$ cat config.mk
export PLATFORM = sky130hd
export DESIGN_NAME = cpu_control
export DESIGN_NICKNAME = d
export VERILOG_FILES = /design/src/rtl/cpu_pkg.sv /design/src/rtl/cpu_opcode_decode.sv /design/src/rtl/cpu_control.sv
export SDC_FILE = /design/constraint.sdc
export NUM_CORES = 1
export LEC_CHECK = 0
export BUFFER_PORTS_ARGS = -buffer_cell sky130_fd_sc_hd__buf_2
export CAP_MARGIN = 10
export CORE_MARGIN = 2
export CORE_UTILIZATION = 50
export CTS_CLUSTER_SIZE = 8
export DETAILED_ROUTE_END_ITERATION = 12
export HOLD_SLACK_MARGIN = 0.02
export PLACE_DENSITY = 0.77
export SYNTH_ARGS = -nofsm -noshare
export SYNTH_HDL_FRONTEND = slang
export SYNTH_SLANG_ARGS = --single-unit
$ cat constraint.sdc
create_clock -name clk -period 3 [get_ports clk]
set_input_delay 0.3 -clock clk [delete_from_list [all_inputs] [get_ports clk]]
set_output_delay 0.3 -clock clk [all_outputs]
set_load 0.05 [all_outputs]
$ cat src/rtl/cpu_pkg.sv
// Shared types and encodings for the 8-bit accumulator CPU control unit.
package cpu_pkg;

  localparam int unsigned DATA_W   = 8;
  localparam int unsigned ADDR_W   = 16;
  localparam int unsigned ALU_OP_W = 4;
  localparam int unsigned SEL_W    = 2;
  localparam int unsigned SRC_W    = 3;

  typedef enum logic [2:0] {
    ST_RESET   = 3'd0,
    ST_FETCH   = 3'd1,
    ST_DECODE  = 3'd2,
    ST_OPERAND = 3'd3,
    ST_EXEC    = 3'd4,
    ST_JMP_LO  = 3'd5,
    ST_JMP_HI  = 3'd6,
    ST_HALT    = 3'd7
  } state_e;

  localparam logic [ALU_OP_W-1:0] ALU_ADD = 4'd0;
  localparam logic [ALU_OP_W-1:0] ALU_SUB = 4'd1;
  localparam logic [ALU_OP_W-1:0] ALU_AND = 4'd2;
  localparam logic [ALU_OP_W-1:0] ALU_OR  = 4'd3;
  localparam logic [ALU_OP_W-1:0] ALU_XOR = 4'd4;
  localparam logic [ALU_OP_W-1:0] ALU_INC = 4'd5;
  localparam logic [ALU_OP_W-1:0] ALU_DEC = 4'd6;

  localparam logic [SEL_W-1:0] ASEL_A    = 2'b00;
  localparam logic [SEL_W-1:0] ASEL_X    = 2'b01;
  localparam logic [SEL_W-1:0] ASEL_Y    = 2'b10;
  localparam logic [SEL_W-1:0] ASEL_ZERO = 2'b11;

  localparam logic [SEL_W-1:0] BSEL_MEM = 2'b00;
  localparam logic [SEL_W-1:0] BSEL_A   = 2'b01;
  localparam logic [SEL_W-1:0] BSEL_X   = 2'b10;
  localparam logic [SEL_W-1:0] BSEL_Y   = 2'b11;

  localparam logic [SRC_W-1:0] SRC_ALU = 3'b000;
  localparam logic [SRC_W-1:0] SRC_MEM = 3'b001;
  localparam logic [SRC_W-1:0] SRC_A   = 3'b010;
  localparam logic [SRC_W-1:0] SRC_X   = 3'b011;
  localparam logic [SRC_W-1:0] SRC_Y   = 3'b100;
  localparam logic [SRC_W-1:0] SRC_SP  = 3'b101;

  localparam logic [DATA_W-1:0] OP_LDA_IMM = 8'hA9;
  localparam logic [DATA_W-1:0] OP_LDX_IMM = 8'hA2;
  localparam logic [DATA_W-1:0] OP_LDY_IMM = 8'hA0;
  localparam logic [DATA_W-1:0] OP_ADC_IMM = 8'h69;
  localparam logic [DATA_W-1:0] OP_SBC_IMM = 8'hE9;
  localparam logic [DATA_W-1:0] OP_AND_IMM = 8'h29;
  localparam logic [DATA_W-1:0] OP_ORA_IMM = 8'h09;
  localparam logic [DATA_W-1:0] OP_EOR_IMM = 8'h49;
  localparam logic [DATA_W-1:0] OP_TAX     = 8'hAA;
  localparam logic [DATA_W-1:0] OP_TXA     = 8'h8A;
  localparam logic [DATA_W-1:0] OP_TAY     = 8'hA8;
  localparam logic [DATA_W-1:0] OP_TYA     = 8'h98;
  localparam logic [DATA_W-1:0] OP_INX     = 8'hE8;
  localparam logic [DATA_W-1:0] OP_INY     = 8'hC8;
  localparam logic [DATA_W-1:0] OP_DEX     = 8'hCA;
  localparam logic [DATA_W-1:0] OP_DEY     = 8'h88;
  localparam logic [DATA_W-1:0] OP_NOP     = 8'hEA;
  localparam logic [DATA_W-1:0] OP_JMP_ABS = 8'h4C;

  typedef enum logic [1:0] {
    CLS_OPERAND = 2'd0,
    CLS_EXEC    = 2'd1,
    CLS_JMP     = 2'd2,
    CLS_ILLEGAL = 2'd3
  } op_class_e;

  typedef enum logic [1:0] {
    DST_NONE = 2'd0,
    DST_A    = 2'd1,
    DST_X    = 2'd2,
    DST_Y    = 2'd3
  } dest_e;

  typedef struct packed {
    op_class_e             cls;
    dest_e                 dest;
    logic [ALU_OP_W-1:0]   alu_op;
    logic [SEL_W-1:0]      a_sel;
    logic [SEL_W-1:0]      b_sel;
    logic                  arith;   // ADC/SBC: consume carry, update C/V
  } dec_t;

  typedef struct packed {
    logic n;
    logic z;
    logic c;
    logic v;
  } flags_t;

endpackage

$ cat src/rtl/cpu_opcode_decode.sv
// Combinational opcode decoder: instruction register to class, destination and ALU setup.
module cpu_opcode_decode
  import cpu_pkg::*;
(
  input  logic [DATA_W-1:0] ir_i,
  output dec_t              dec_o
);

  always_comb begin
    dec_o.cls    = CLS_ILLEGAL;
    dec_o.dest   = DST_NONE;
    dec_o.alu_op = ALU_OR;
    dec_o.a_sel  = ASEL_ZERO;
    dec_o.b_sel  = BSEL_MEM;
    dec_o.arith  = 1'b0;
    case (ir_i)
      OP_LDA_IMM: begin dec_o.cls = CLS_OPERAND; dec_o.dest = DST_A; end
      OP_LDX_IMM: begin dec_o.cls = CLS_OPERAND; dec_o.dest = DST_X; end
      OP_LDY_IMM: begin dec_o.cls = CLS_OPERAND; dec_o.dest = DST_Y; end
      OP_ADC_IMM: begin
        dec_o.cls = CLS_OPERAND; dec_o.dest = DST_A; dec_o.alu_op = ALU_ADD;
        dec_o.a_sel = ASEL_A; dec_o.arith = 1'b1;
      end
      OP_SBC_IMM: begin
        dec_o.cls = CLS_OPERAND; dec_o.dest = DST_A; dec_o.alu_op = ALU_SUB;
        dec_o.a_sel = ASEL_A; dec_o.arith = 1'b1;
      end
      OP_AND_IMM: begin
        dec_o.cls = CLS_OPERAND; dec_o.dest = DST_A; dec_o.alu_op = ALU_AND; dec_o.a_sel = ASEL_A;
      end
      OP_ORA_IMM: begin
        dec_o.cls = CLS_OPERAND; dec_o.dest = DST_A; dec_o.alu_op = ALU_OR; dec_o.a_sel = ASEL_A;
      end
      OP_EOR_IMM: begin
        dec_o.cls = CLS_OPERAND; dec_o.dest = DST_A; dec_o.alu_op = ALU_XOR; dec_o.a_sel = ASEL_A;
      end
      // Transfers pass the source through OR with zero so N/Z follow the moved value
      OP_TAX: begin dec_o.cls = CLS_EXEC; dec_o.dest = DST_X; dec_o.b_sel = BSEL_A; end
      OP_TXA: begin dec_o.cls = CLS_EXEC; dec_o.dest = DST_A; dec_o.b_sel = BSEL_X; end
      OP_TAY: begin dec_o.cls = CLS_EXEC; dec_o.dest = DST_Y; dec_o.b_sel = BSEL_A; end
      OP_TYA: begin dec_o.cls = CLS_EXEC; dec_o.dest = DST_A; dec_o.b_sel = BSEL_Y; end
      OP_INX: begin
        dec_o.cls = CLS_EXEC; dec_o.dest = DST_X; dec_o.alu_op = ALU_INC; dec_o.a_sel = ASEL_X;
      end
      OP_INY: begin
        dec_o.cls = CLS_EXEC; dec_o.dest = DST_Y; dec_o.alu_op = ALU_INC; dec_o.a_sel = ASEL_Y;
      end
      OP_DEX: begin
        dec_o.cls = CLS_EXEC; dec_o.dest = DST_X; dec_o.alu_op = ALU_DEC; dec_o.a_sel = ASEL_X;
      end
      OP_DEY: begin
        dec_o.cls = CLS_EXEC; dec_o.dest = DST_Y; dec_o.alu_op = ALU_DEC; dec_o.a_sel = ASEL_Y;
      end
      OP_NOP:     dec_o.cls = CLS_EXEC;
      OP_JMP_ABS: dec_o.cls = CLS_JMP;
      default:    dec_o.cls = CLS_ILLEGAL;
    endcase
  end

endmodule

$ cat src/rtl/cpu_control.sv
// Multi-cycle control FSM for the 8-bit CPU: fetch/decode/execute sequencing and status flags.
module cpu_control
  import cpu_pkg::*;
(
  input  logic                clk,
  input  logic                rst_n,
  output logic                mem_read,
  input  logic                mem_ready,
  input  logic [DATA_W-1:0]   mem_data_in,
  input  logic                alu_zero,
  input  logic                alu_negative,
  input  logic                alu_carry_out,
  input  logic                alu_overflow,
  output logic [ALU_OP_W-1:0] alu_op,
  output logic                alu_carry_in,
  output logic [SEL_W-1:0]    alu_a_sel,
  output logic [SEL_W-1:0]    alu_b_sel,
  output logic [SRC_W-1:0]    reg_src_sel,
  output logic                reg_a_write,
  output logic                reg_x_write,
  output logic                reg_y_write,
  output logic                reg_sp_write,
  output logic                reg_pc_write,
  output logic                pc_increment,
  output logic                sp_push,
  output logic                sp_pop,
  output logic [ADDR_W-1:0]   pc_branch_target,
  output logic                flag_n,
  output logic                flag_z,
  output logic                flag_c,
  output logic                flag_v,
  output logic                halted,
  output logic                instr_done
);

  state_e              state_q, state_d;
  logic [DATA_W-1:0]   ir_q, ir_d;
  logic [DATA_W-1:0]   lo_q, lo_d;
  flags_t              flags_q, flags_d;
  logic                halted_q;
  logic                dest_wr;
  dec_t                dec;

  cpu_opcode_decode u_decode (
    .ir_i  (ir_q),
    .dec_o (dec)
  );

  always_ff @(posedge clk or negedge rst_n) begin
    if (!rst_n) begin
      state_q  <= ST_RESET;
      ir_q     <= OP_NOP;
      lo_q     <= '0;
      flags_q  <= '0;
      halted_q <= 1'b0;
    end else begin
      state_q  <= state_d;
      ir_q     <= ir_d;
      lo_q     <= lo_d;
      flags_q  <= flags_d;
      halted_q <= (state_d == ST_HALT);
    end
  end

  // Strobes respond to mem_ready in the same cycle, so they decode from state and inputs
  always_comb begin
    state_d          = state_q;
    ir_d             = ir_q;
    lo_d             = lo_q;
    flags_d          = flags_q;
    dest_wr          = 1'b0;
    mem_read         = 1'b0;
    alu_op           = ALU_ADD;
    alu_carry_in     = 1'b0;
    alu_a_sel        = ASEL_A;
    alu_b_sel        = BSEL_MEM;
    reg_src_sel      = SRC_ALU;
    reg_pc_write     = 1'b0;
    pc_increment     = 1'b0;
    pc_branch_target = '0;
    instr_done       = 1'b0;

    case (state_q)
      ST_RESET: state_d = ST_FETCH;
      ST_FETCH: begin
        mem_read = 1'b1;
        if (mem_ready) begin
          ir_d         = mem_data_in;
          pc_increment = 1'b1;
          state_d      = ST_DECODE;
        end
      end
      ST_DECODE: begin
        case (dec.cls)
          CLS_OPERAND: state_d = ST_OPERAND;
          CLS_EXEC:    state_d = ST_EXEC;
          CLS_JMP:     state_d = ST_JMP_LO;
          default:     state_d = ST_HALT;
        endcase
      end
      ST_OPERAND: begin
        mem_read     = 1'b1;
        alu_op       = dec.alu_op;
        alu_a_sel    = dec.a_sel;
        alu_b_sel    = dec.b_sel;
        alu_carry_in = dec.arith & flags_q.c;
        if (mem_ready) begin
          dest_wr      = 1'b1;
          pc_increment = 1'b1;
          instr_done   = 1'b1;
          flags_d.n    = alu_negative;
          flags_d.z    = alu_zero;
          if (dec.arith) begin
            flags_d.c = alu_carry_out;
            flags_d.v = alu_overflow;
          end
          state_d = ST_FETCH;
        end
      end
      ST_EXEC: begin
        alu_op     = dec.alu_op;
        alu_a_sel  = dec.a_sel;
        alu_b_sel  = dec.b_sel;
        dest_wr    = 1'b1;
        instr_done = 1'b1;
        if (dec.dest != DST_NONE) begin
          flags_d.n = alu_negative;
          flags_d.z = alu_zero;
        end
        state_d = ST_FETCH;
      end
      ST_JMP_LO: begin
        mem_read = 1'b1;
        if (mem_ready) begin
          lo_d         = mem_data_in;
          pc_increment = 1'b1;
          state_d      = ST_JMP_HI;
        end
      end
      ST_JMP_HI: begin
        mem_read = 1'b1;
        if (mem_ready) begin
          pc_branch_target = {mem_data_in, lo_q};
          reg_pc_write     = 1'b1;
          instr_done       = 1'b1;
          state_d          = ST_FETCH;
        end
      end
      ST_HALT: state_d = ST_HALT;
      default: state_d = ST_RESET;
    endcase

    reg_a_write = dest_wr && (dec.dest == DST_A);
    reg_x_write = dest_wr && (dec.dest == DST_X);
    reg_y_write = dest_wr && (dec.dest == DST_Y);
  end

  assign reg_sp_write = 1'b0;
  assign sp_push      = 1'b0;
  assign sp_pop       = 1'b0;
  assign flag_n       = flags_q.n;
  assign flag_z       = flags_q.z;
  assign flag_c       = flags_q.c;
  assign flag_v       = flags_q.v;
  assign halted       = halted_q;

endmodule
==> metrics, run 1 <==
status completed; area taken by multi-input logic gates 993 µm²; count of different cell masters after synthesis 51; core area 3340 µm²; post-synthesis sequential area ratio 35.0%; die area 3950 µm²; Die Y-Extent 62.9 µm; top cells by area, synth dfrtp_1 27%, mux2_2 9.8%, dfstp_2 7.6%, and2_1 6.5%, buf_4 3.5%; Vias/cell 5.31; Vias 1407; dominant synthesized flop cell dfrtp_1; Row Count 21; Post-Route Utilization 59.4%; Max-Cap Viols 0; largest net degree at the start of global routing 25; async set-reset flop share out of synthesis 100%; HP Start alu_zero; Hold WC Path Type primary input to flop; crit path max fanout 15; Pint 1.06 mW; Num CTS Buffers 3; FF+latch count, synth 24; Post-synth EDFFs 0; crit path buf inv count 1; Post-CTS Setup Repair Bufs 0; Req. time, crit path 2700 ps; biggest area consumer among synthesized cells dfrtp_1; clk_lat worst skew 330 ps; number of buffers added on ports 50; static leakage 0.948 nW; ant diodes 0; gr usage total 19.0%; Placer Congestion 0.876; FF/Latch Area 607 µm²; CP endpoint kind output pin; Syn. warnings 0; Critical Path Slowest Stage Cell dfrtp_1; Max Freq 0.361 GHz; H-Tree Depth 1; slew of the pin with the lowest slew margin 527 ps; # setup viols final 0; setup TNS 0 ps; Power Density 1050 nW/µm²; GRT Residual Overflow 0; combinational share of power 53.7%; HPWL after DPL 2680 µm; total wire length 3450 µm; mapped cell area 1730 µm²; Top Family by Delay on Critical Path simple AND/OR/NAND/NOR gates; Max-slew headroom 64.4%; Final period util 92.4%; vias in the first global route 1321; switching power 1.03 mW; Initial Utilization 51.9%; area grow syn2layout 14.5%; Worst Setup SP ir_q[0]; reg2reg start ir_q[6]; # DRC 0; global-route wire length before repair 5990 µm; Clock transition at path regs 140 ps; clock sinks 24; drt first pass iters 4; Final Hold Viols 0; CP Launch Type flop; Root Driver clkbuf_4; Mapped Avg Cell Area 9.78 µm²; Critical Path AT 2470 ps; nets 237; post-synth top area share 27.5%; Top-Level Pins 58; cell count after synthesis 177; Max Root-Sink Buffers 2; Routed wire per std cell 13.0 µm; Net Sw Frac 49.5%; die width 62.9 µm; Clock power frac 11.4%; Flop pwr share 34.9%; hold buffer count at CTS 1; RSZ-0062 raised after global routing false; max-slew violations 0; CP cell instances nor4bb_1 -> nor4b_2 -> a211o_2 -> nand2_1 -> nor3_1 -> buf_2; TritonCTS clock tree done; Setup Crit Path Kind flop to output pin; worst vdd ir 0.000561 V; ratio of cells with drive above 1 in the final layout 38.4%; antenna violations before repair 0; FILL cells 317; Max stage delay on crit path 580 ps; DRT antenna net count 0; # resized after CTS 0; Final Critical Period 2770 ps; Initial DRC Count 61; clk_skew 9.80 ps
-- worst reg2reg max path, delay by kind of cell (launching register included) --
kind	cells	cell delay [ps]
AO/OA/AOI/OAI	5	840
AND/OR/NAND/NOR	3	490
adder cells (fa/ha/maj)	1	230
flip-flops	1	660
-- synth_stat cells (all sizes together), types with 4 or more instances --
library cell,number
o21ai,5
dfstp,5
nor4b,5
and2,19
buf,12
mux2,19
clkbuf,7
a21oi,10
nor2b,5
nor3,4
nor2,8
nand2b,4
dfrtp,19
nand2,11
-- worst paths after layout --
check | to | slack, ps | cells past startpoint
setup / recovery | reg_a_write | 230 | 6
hold / removal | flag_z | 170 | 2
setup reg to reg | halted | 680 | 9
hold reg to reg | lo_q[4] | 510 | 1
max in group asynchronous | ir_q[1] | 2180 | 2
min in group asynchronous | flag_n | 450 | 2
-- metal layers --
metal  global-route usage (%)  wire length [µm]  vias to the layer above  share of wire [%]
li1                         -                 -                      693                  -
met1                     25.7              1590                      663                 46
met2                     30.0              1580                       46                 46
met3                     3.96               221                        5                6.4
met4                     7.22                46                        0                1.3
met5                        0                 0                        -                  0
-- flip-flops by register name (all words and copies together) (netlist names) --
name     cells
flag_v       1
flag_c       1
lo_q         8
ir_q         8
halted       1
flag_z       1
state_q      3
flag_n       1
-- power by group through the flow --
stage / Sequential [mW] / Combinational (mW) / Clock (mW)
finish: 0.729 / 1.12 / 0.238
global route: 0.771 / 1.21 / 0.257
CTS: 0.729 / 1.13 / 0.240
detailed placement: 0.734 / 1.13 / 0
global placement: 0.727 / 1.11 / 0
floorplan: 0.669 / 1.03 / 0
-- cell type report --
cell class,count,share of cell area [%]
clock inverters,1,1.52
well taps,46,2.90
clock buffers,3,1.14
flip-flops and latches,24,30.6
inverters,3,0.568
repair buffers,51,13.1
multi-input cells,137,50.1
-- logic make-up after synthesis --
family	share of synthesized area, %
AND/OR/NAND/NOR	29.6
AO/OA/AOI/OAI	9.83
flip-flops	35.0
buffers and inverters	8.89
multiplexers	13.5
XOR/XNOR	1.52
adder cells (fa/ha/maj)	1.44
other	0.217
-- through the flow --
stage	area (µm²)	setup WS (ps)	total power [mW]	hold WS (ps)	cells
3_3_place_gp	1920	549	1.84	306	260
4_1_cts	1980	208	2.10	171	265
6_report	1980	229	2.09	168	265
3_5_place_dp	1920	629	1.86	304	260
2_1_floorplan	1750	90.7	1.70	4.41	183
5_1_grt	1980	87.6	2.24	161	265
-- layout by cell type, fill, tap and decap left out, drive strengths merged, types with 5 or more instances in the layout --
| master | synthesis | layout |
|---|---|---|
| nor2b | 5 | 5 |
| and2 | 19 | 19 |
| dfrtp | 19 | 19 |
| dfstp | 5 | 5 |
| nor2 | 8 | 8 |
| buf | 12 | 50 |
| nor4b | 5 | 5 |
| o21ai | 5 | 5 |
| nand2 | 11 | 11 |
| mux2 | 19 | 19 |
| conb | 1 | 7 |
| a21oi | 10 | 10 |
Note: power is estimated with default switching activity, not from simulation.
==> run 2, diff against run 1 <==
CORE_UTILIZATION = 54   (was 50)
PLACE_DENSITY = 0.83   (was 0.77)
clock period = 3.2 ns   (was 3 ns; I/O delays follow)
==> metrics, run 2 (synthesized netlist as in run 1, its figures left out) <==
FILL cells 292 (-7.9%); setup TNS 0 ps (unchanged); Routed wire per std cell 12.8 µm (-1.2%); number of buffers added on ports 50 (unchanged); Initial Utilization 56.7% (+4.8 points); Clock transition at path regs 130 ps (about the same); antenna violations before repair 0 (unchanged); Vias 1399 (-0.57%); crit path max fanout 15 (unchanged); clock sinks 24 (unchanged); Max Root-Sink Buffers 2 (unchanged); TritonCTS clock tree done; Max-Cap Viols 0 (unchanged); Vias/cell 5.32 (+0.19%); # setup viols final 0 (unchanged); CP Launch Type flop; Root Driver clkbuf_4; Die Y-Extent 60.6 µm (-3.5%); Critical Path Slowest Stage Cell nor4bb_1; Top-Level Pins 58 (unchanged); global-route wire length before repair 5760 µm (-3.8%); status completed; commonest non-fill, non-tap cell in the layout buf_2; Row Count 20 (-4.8%); die width 60.6 µm (-3.5%); Setup Crit Path Kind flop to output pin; ant diodes 0 (unchanged); Max stage delay on crit path 600 ps (+20 ps); slew of the pin with the lowest slew margin 573 ps (+46.4 ps); vias in the first global route 1262 (-4.5%); # DRC 0 (unchanged); Initial DRC Count 30 (-51%); commonest non-fill, non-tap cells in the layout 50 x buf_2, 19 x dfrtp_1, 18 x and2_1, 15 x mux2_2; top flop regs ir_q: 8 flops, lo_q: 8 flops, state_q: 3 flops; worst vdd ir 0.000453 V (-19%); GRT Residual Overflow 0 (unchanged); Critical Path AT 2510 ps (+40 ps); Num CTS Buffers 3 (unchanged); largest net degree at the start of global routing 25 (unchanged); Final period util 88.6%; Req. time, crit path 2880 ps (+180 ps); clk_skew 3.86 ps (-5.93 ps); Hold WC Path Type primary input to flop; HPWL after DPL 2580 µm (-3.5%); static leakage 0.941 nW (-0.73%); die area 3680 µm² (-6.9%); RSZ-0062 raised after global routing false; DRT antenna net count 0 (unchanged); CP cell instances nor4bb_1 -> nor4b_2 -> a211o_2 -> nand2_1 -> nor3_1 -> buf_2; Post-CTS Setup Repair Bufs 0 (unchanged); drt first pass iters 4 (unchanged); Final Critical Period 2830 ps; nets 237 (unchanged); area grow syn2layout 13.4%; overall power 1.90 mW (-9.1%); Max-slew headroom 61.3% (-3.1 points); gr usage total 20.7% (+1.6 points); final hold slack 216 ps (+48.0 ps); ratio of cells with drive above 1 in the final layout 38.4% (unchanged); core area 3050 µm² (-8.5%); Max Freq 0.353 GHz; Placer Congestion 0.943 (+7.7%); clk_lat worst skew 310 ps (-20 ps); Power Density 968 nW/µm² (-8.2%); CP endpoint kind output pin; H-Tree Depth 1 (unchanged); Final Hold Viols 0 (unchanged); max-slew violations 0 (unchanged); total wire length 3380 µm (-1.9%)
[run 2: metrics by stage]
step / instances / util, % / setup WS, ps / cell area (µm²)
finish: 263 / 64.3 / 365 / 1960
global route: 263 / 64.3 / 167 / 1960
CTS: 263 / 64.3 / 386 / 1960
detailed placement: 258 / 62.8 / 754 / 1920
global placement: 258 / 62.8 / 806 / 1920
floorplan: 183 / - / 271 / 1750
[run 2: path summary, 6_finish.rpt]
kind	startpoint	to	slack, ps	cells after the start
setup / recovery	ir_q[0]	reg_a_write	370	6
hold / removal	alu_carry_out	flag_c	220	2
setup reg to reg	ir_q[6]	state_q[1]	880	9
hold reg to reg	flag_z	flag_z	510	1
max in group asynchronous	rst_n	ir_q[5]	2340	2
min in group asynchronous	rst_n	flag_v	490	2
[run 2: power by group]
part	switching, mW	leakage (nW)	total [mW]	internal, mW
sequential	0.217	0.283	0.686	0.469
clock	0.0915	0.0210	0.161	0.0695
combinational	0.660	0.637	1.05	0.394
total	0.968	0.941	1.90	0.932
[run 2: per-layer routing]
layer | up-vias | track usage, % | wire, µm
met2 | 45 | 33.8 | 1610
met3 | 2 | 2.35 | 184
met4 | 0 | 5.90 | 13
met1 | 657 | 29.1 | 1570
li1 | 695 | - | -
met5 | - | 0 | 0
[run 2: area by class of cell]
class	count	area [µm²]	share of cell area (%)
multi-input cells	137	993	50.6
flip-flops and latches	24	607	30.9
repair buffers	51	260	13.3
well taps	44	55.1	2.80
inverters	3	11.3	0.574
clock buffers	4	36.3	1.85
[run 2: repair_timing]
action,4_1_cts,5_1_grt
gates resized for setup,0,0
endpoints found under the hold margin,19,0
hold buffers,1,0
[run 2: critical path: cells and delay by family, from the launching register on]
| family | cells | cell delay (ps) |
|---|---|---|
| DFF | 1 | 570 |
| AOI/OAI and AO/OA | 1 | 190 |
| and+or+nand+nor | 4 | 1130 |
| buffers and inverters | 1 | 290 |
==> run 3, diff against run 2 <==
CORE_UTILIZATION = 55   (was 54)
CTS_CLUSTER_SIZE = 40   (was 8)
PLACE_DENSITY = 0.84   (was 0.83)
SYNTH_HIERARCHICAL = 1   (was not set)
==> metrics, run 3 <==
Placer Congestion 0.911 (-3.4%); Final Hold Viols 0 (unchanged); top cells by count, synth 25 x and2_1, 20 x mux2_2, 19 x dfrtp_1; async set-reset flop share out of synthesis 100% (unchanged); dominant synthesized flop cell dfrtp_1; slew of the pin with the lowest slew margin 790 ps (+217 ps); Routed wire per std cell 13.6 µm (+5.8%); CP endpoint kind output pin; Worst Setup SP ir_q[7]; largest net degree at the start of global routing 25 (unchanged); Setup Crit Path Kind flop to output pin; Max-Cap Viols 0 (unchanged); count of different cell masters after synthesis 45 (-12%); reg-to-reg endpoint state_q[1]; count leader, synth and2_1; CP Launch Type flop; Req. time, crit path 2880 ps (about the same); Post-CTS Setup Repair Bufs 0 (unchanged); Max Root-Sink Buffers 2 (unchanged); Clock transition at path regs 130 ps (about the same); max-slew violations 0 (unchanged); vias in the first global route 1318 (+4.4%); combinational share of power 53.7% (-1.7 points); # DRC 0 (unchanged); # setup viols final 0 (unchanged); nets 252 (+6.3%); Top-Level Pins 58 (unchanged); post-synth top area share 26.9% (-0.53 points); Register-to-Register Setup Slack 700 ps (-180 ps); commonest non-fill, non-tap cells in the layout 50 x buf_2, 25 x and2_1, 20 x mux2_2, 19 x dfrtp_1, 14 x nor2_1; HP Start alu_overflow; die area 3680 µm² (about the same); post-synthesis sequential area ratio 34.4% (-0.67 points); Max-slew headroom 47.1% (-14 points); area grow syn2layout 15.3%; reg2reg start ir_q[1]; clk_lat worst skew 310 ps (about the same); total wire length 3780 µm (+12%); status completed; worst vdd ir 0.000513 V (+13%); Initial DRC Count 73 (+140%); Vias/cell 5.47 (+2.8%); Post-synth EDFFs 0 (unchanged); FF+latch count, synth 24 (unchanged); Flop pwr share 35.1% (-1.0 points); end of the worst hold path flag_v; static leakage 1.02 nW (+7.9%); hold depth 2 (unchanged); Net Sw Frac 50.2% (-0.74 points); R2R depth 9 (unchanged); Clock power frac 11.2% (+2.7 points); core area 3050 µm² (unchanged); TritonCTS clock tree done; top flop regs ir_q: 8 flops, lo_q: 8 flops, state_q: 3 flops; # resized after CTS 0 (unchanged); ratio of cells with drive above 1 in the final layout 37.6% (-0.75 points); commonest non-fill, non-tap cell in the layout buf_2; Max Freq 0.369 GHz (+4.6%); mapped cell area 1770 µm² (+2.0%); RSZ-0062 raised after global routing false; clock sinks 24 (unchanged); biggest area consumer among synthesized cells dfrtp_1; Syn. warnings 6 (+6); Die Y-Extent 60.7 µm (about the same); Initial Utilization 57.8% (+1.1 points); Power Density 963 nW/µm² (-0.55%); Final period util 84.7% (-3.9 points); switching power 984 µW (+1.6%); GRT Residual Overflow 0 (unchanged); H-Tree Depth 1 (unchanged); number of buffers added on ports 50 (unchanged); ant diodes 0 (unchanged); clk_skew 4.32 ps (+0.461 ps); Pint 976 µW (+4.7%); HPWL after DPL 2750 µm (+6.6%); antenna violations before repair 0 (unchanged); top cells by area, synth dfrtp_1 27%, mux2_2 13%, and2_1 8.9%, dfstp_2 7.4%, buf_4 3.4%; global-route wire length before repair 6090 µm (+5.7%); cell count after synthesis 192 (+8.5%); gr usage total 22.0% (+1.4 points); drt first pass iters 4 (unchanged); Num CTS Buffers 3 (unchanged); Mapped Avg Cell Area 9.20 µm² (-6.0%); Root Driver clkbuf_4; Row Count 20 (unchanged); Final Critical Period 2710 ps (-125 ps); Hold WC Path Type primary input to flop; die width 60.7 µm (about the same); Vias 1520 (+8.6%); crit path max fanout 11 (-4); FILL cells 274 (-6.2%); Critical Path AT 2390 ps (-120 ps); Post-Route Utilization 66.7% (+2.4 points); setup TNS 0 ps (unchanged); DRT antenna net count 0 (unchanged)
==> run 3: cell types whose count changed in the layout (fill, tap and decap cells not counted), sizes merged, moves of 3 or more <==
cell   previous run  this run
inv               3         9
and2             19        25
nor2              8        14
a21oi            10         3
nor4b             5         1
o21ai             5         9
nor3              4         7
nand2            11        14
==> run 3: metrics by stage <==
step | instances | setup WS [ps] | power (mW) | area [µm²] | hold slack (ps)
6_report | 278 | 490 | 1.96 | 2040 | 225
5_1_grt | 278 | 344 | 2.09 | 2040 | 219
4_1_cts | 278 | 503 | 1.96 | 2040 | 216
3_5_place_dp | 273 | 793 | 1.73 | 1970 | 327
3_3_place_gp | 273 | 885 | 1.70 | 1970 | 319
2_1_floorplan | 197 | 297 | 1.55 | 1780 | 24.4
==> run 3: worst max-delay path by stage <==
stage,end,slack (ps),depth (start not counted)
2_1_floorplan,reg_a_write,300,5
3_3_place_gp,state_q[1],890,9
3_5_place_dp,state_q[1],790,9
4_1_cts,reg_a_write,500,6
5_1_grt,pc_branch_target[2],340,4
6_report,reg_a_write,490,6
==> run 3: kinds of logic after synthesis <==
| family | after synthesis | synth area share (%) |
|---|---|---|
| AO/OA/AOI/OAI | 24 | 9.50 |
| adder cells (fa/ha/maj) | 2 | 1.42 |
| multiplexers | 23 | 14.5 |
| flip-flops | 24 | 34.4 |
| other | 2 | 0.425 |
| buffers and inverters | 27 | 8.50 |
| XOR/XNOR | 3 | 1.49 |
| AND/OR/NAND/NOR | 87 | 29.8 |
==> run 3: power by group through the flow <==
stage | Sequential [mW] | Clock (mW) | Combinational, mW
CTS | 0.684 | 0.224 | 1.05
detailed placement | 0.688 | 0 | 1.04
finish | 0.689 | 0.219 | 1.05
floorplan | 0.595 | 0 | 0.954
global placement | 0.679 | 0 | 1.03
global route | 0.722 | 0.237 | 1.13
==> run 3: critical path, cell delays in order (launching register included) <==
cell and delay (ps):
dfstp_2 670, nand3b_1 130, nand2b_1 180, nor3_1 370, a311o_1 250, nor3b_1 180
buf_2 290
==> run 3: final cells by class <==
type | count | area [µm²] | share of cell area [%]
clock inverters | 1 | 30.0 | 1.48
inverters | 9 | 33.8 | 1.66
flip-flops and latches | 24 | 607 | 29.8
repair buffers | 51 | 260 | 12.8
clock buffers | 3 | 22.5 | 1.11
multi-input cells | 146 | 1030 | 50.5
well taps | 44 | 55.1 | 2.70
==> run 3: what timing repair did <==
| item | in CTS | in global routing |
|---|---|---|
| hold buffers | 1 | 0 |
| setup endpoints to repair | 0 | 0 |
| hold endpoints to repair | 19 | 0 |
==> run 3: routing by layer <==
metal / vias up / global-route usage (%) / wire length (µm)
li1: 728 / - / -
met1: 708 / 32.2 / 1680
met2: 78 / 32.7 / 1770
met3: 6 / 4.05 / 270
met4: 0 / 8.07 / 55
met5: - / 0 / 0
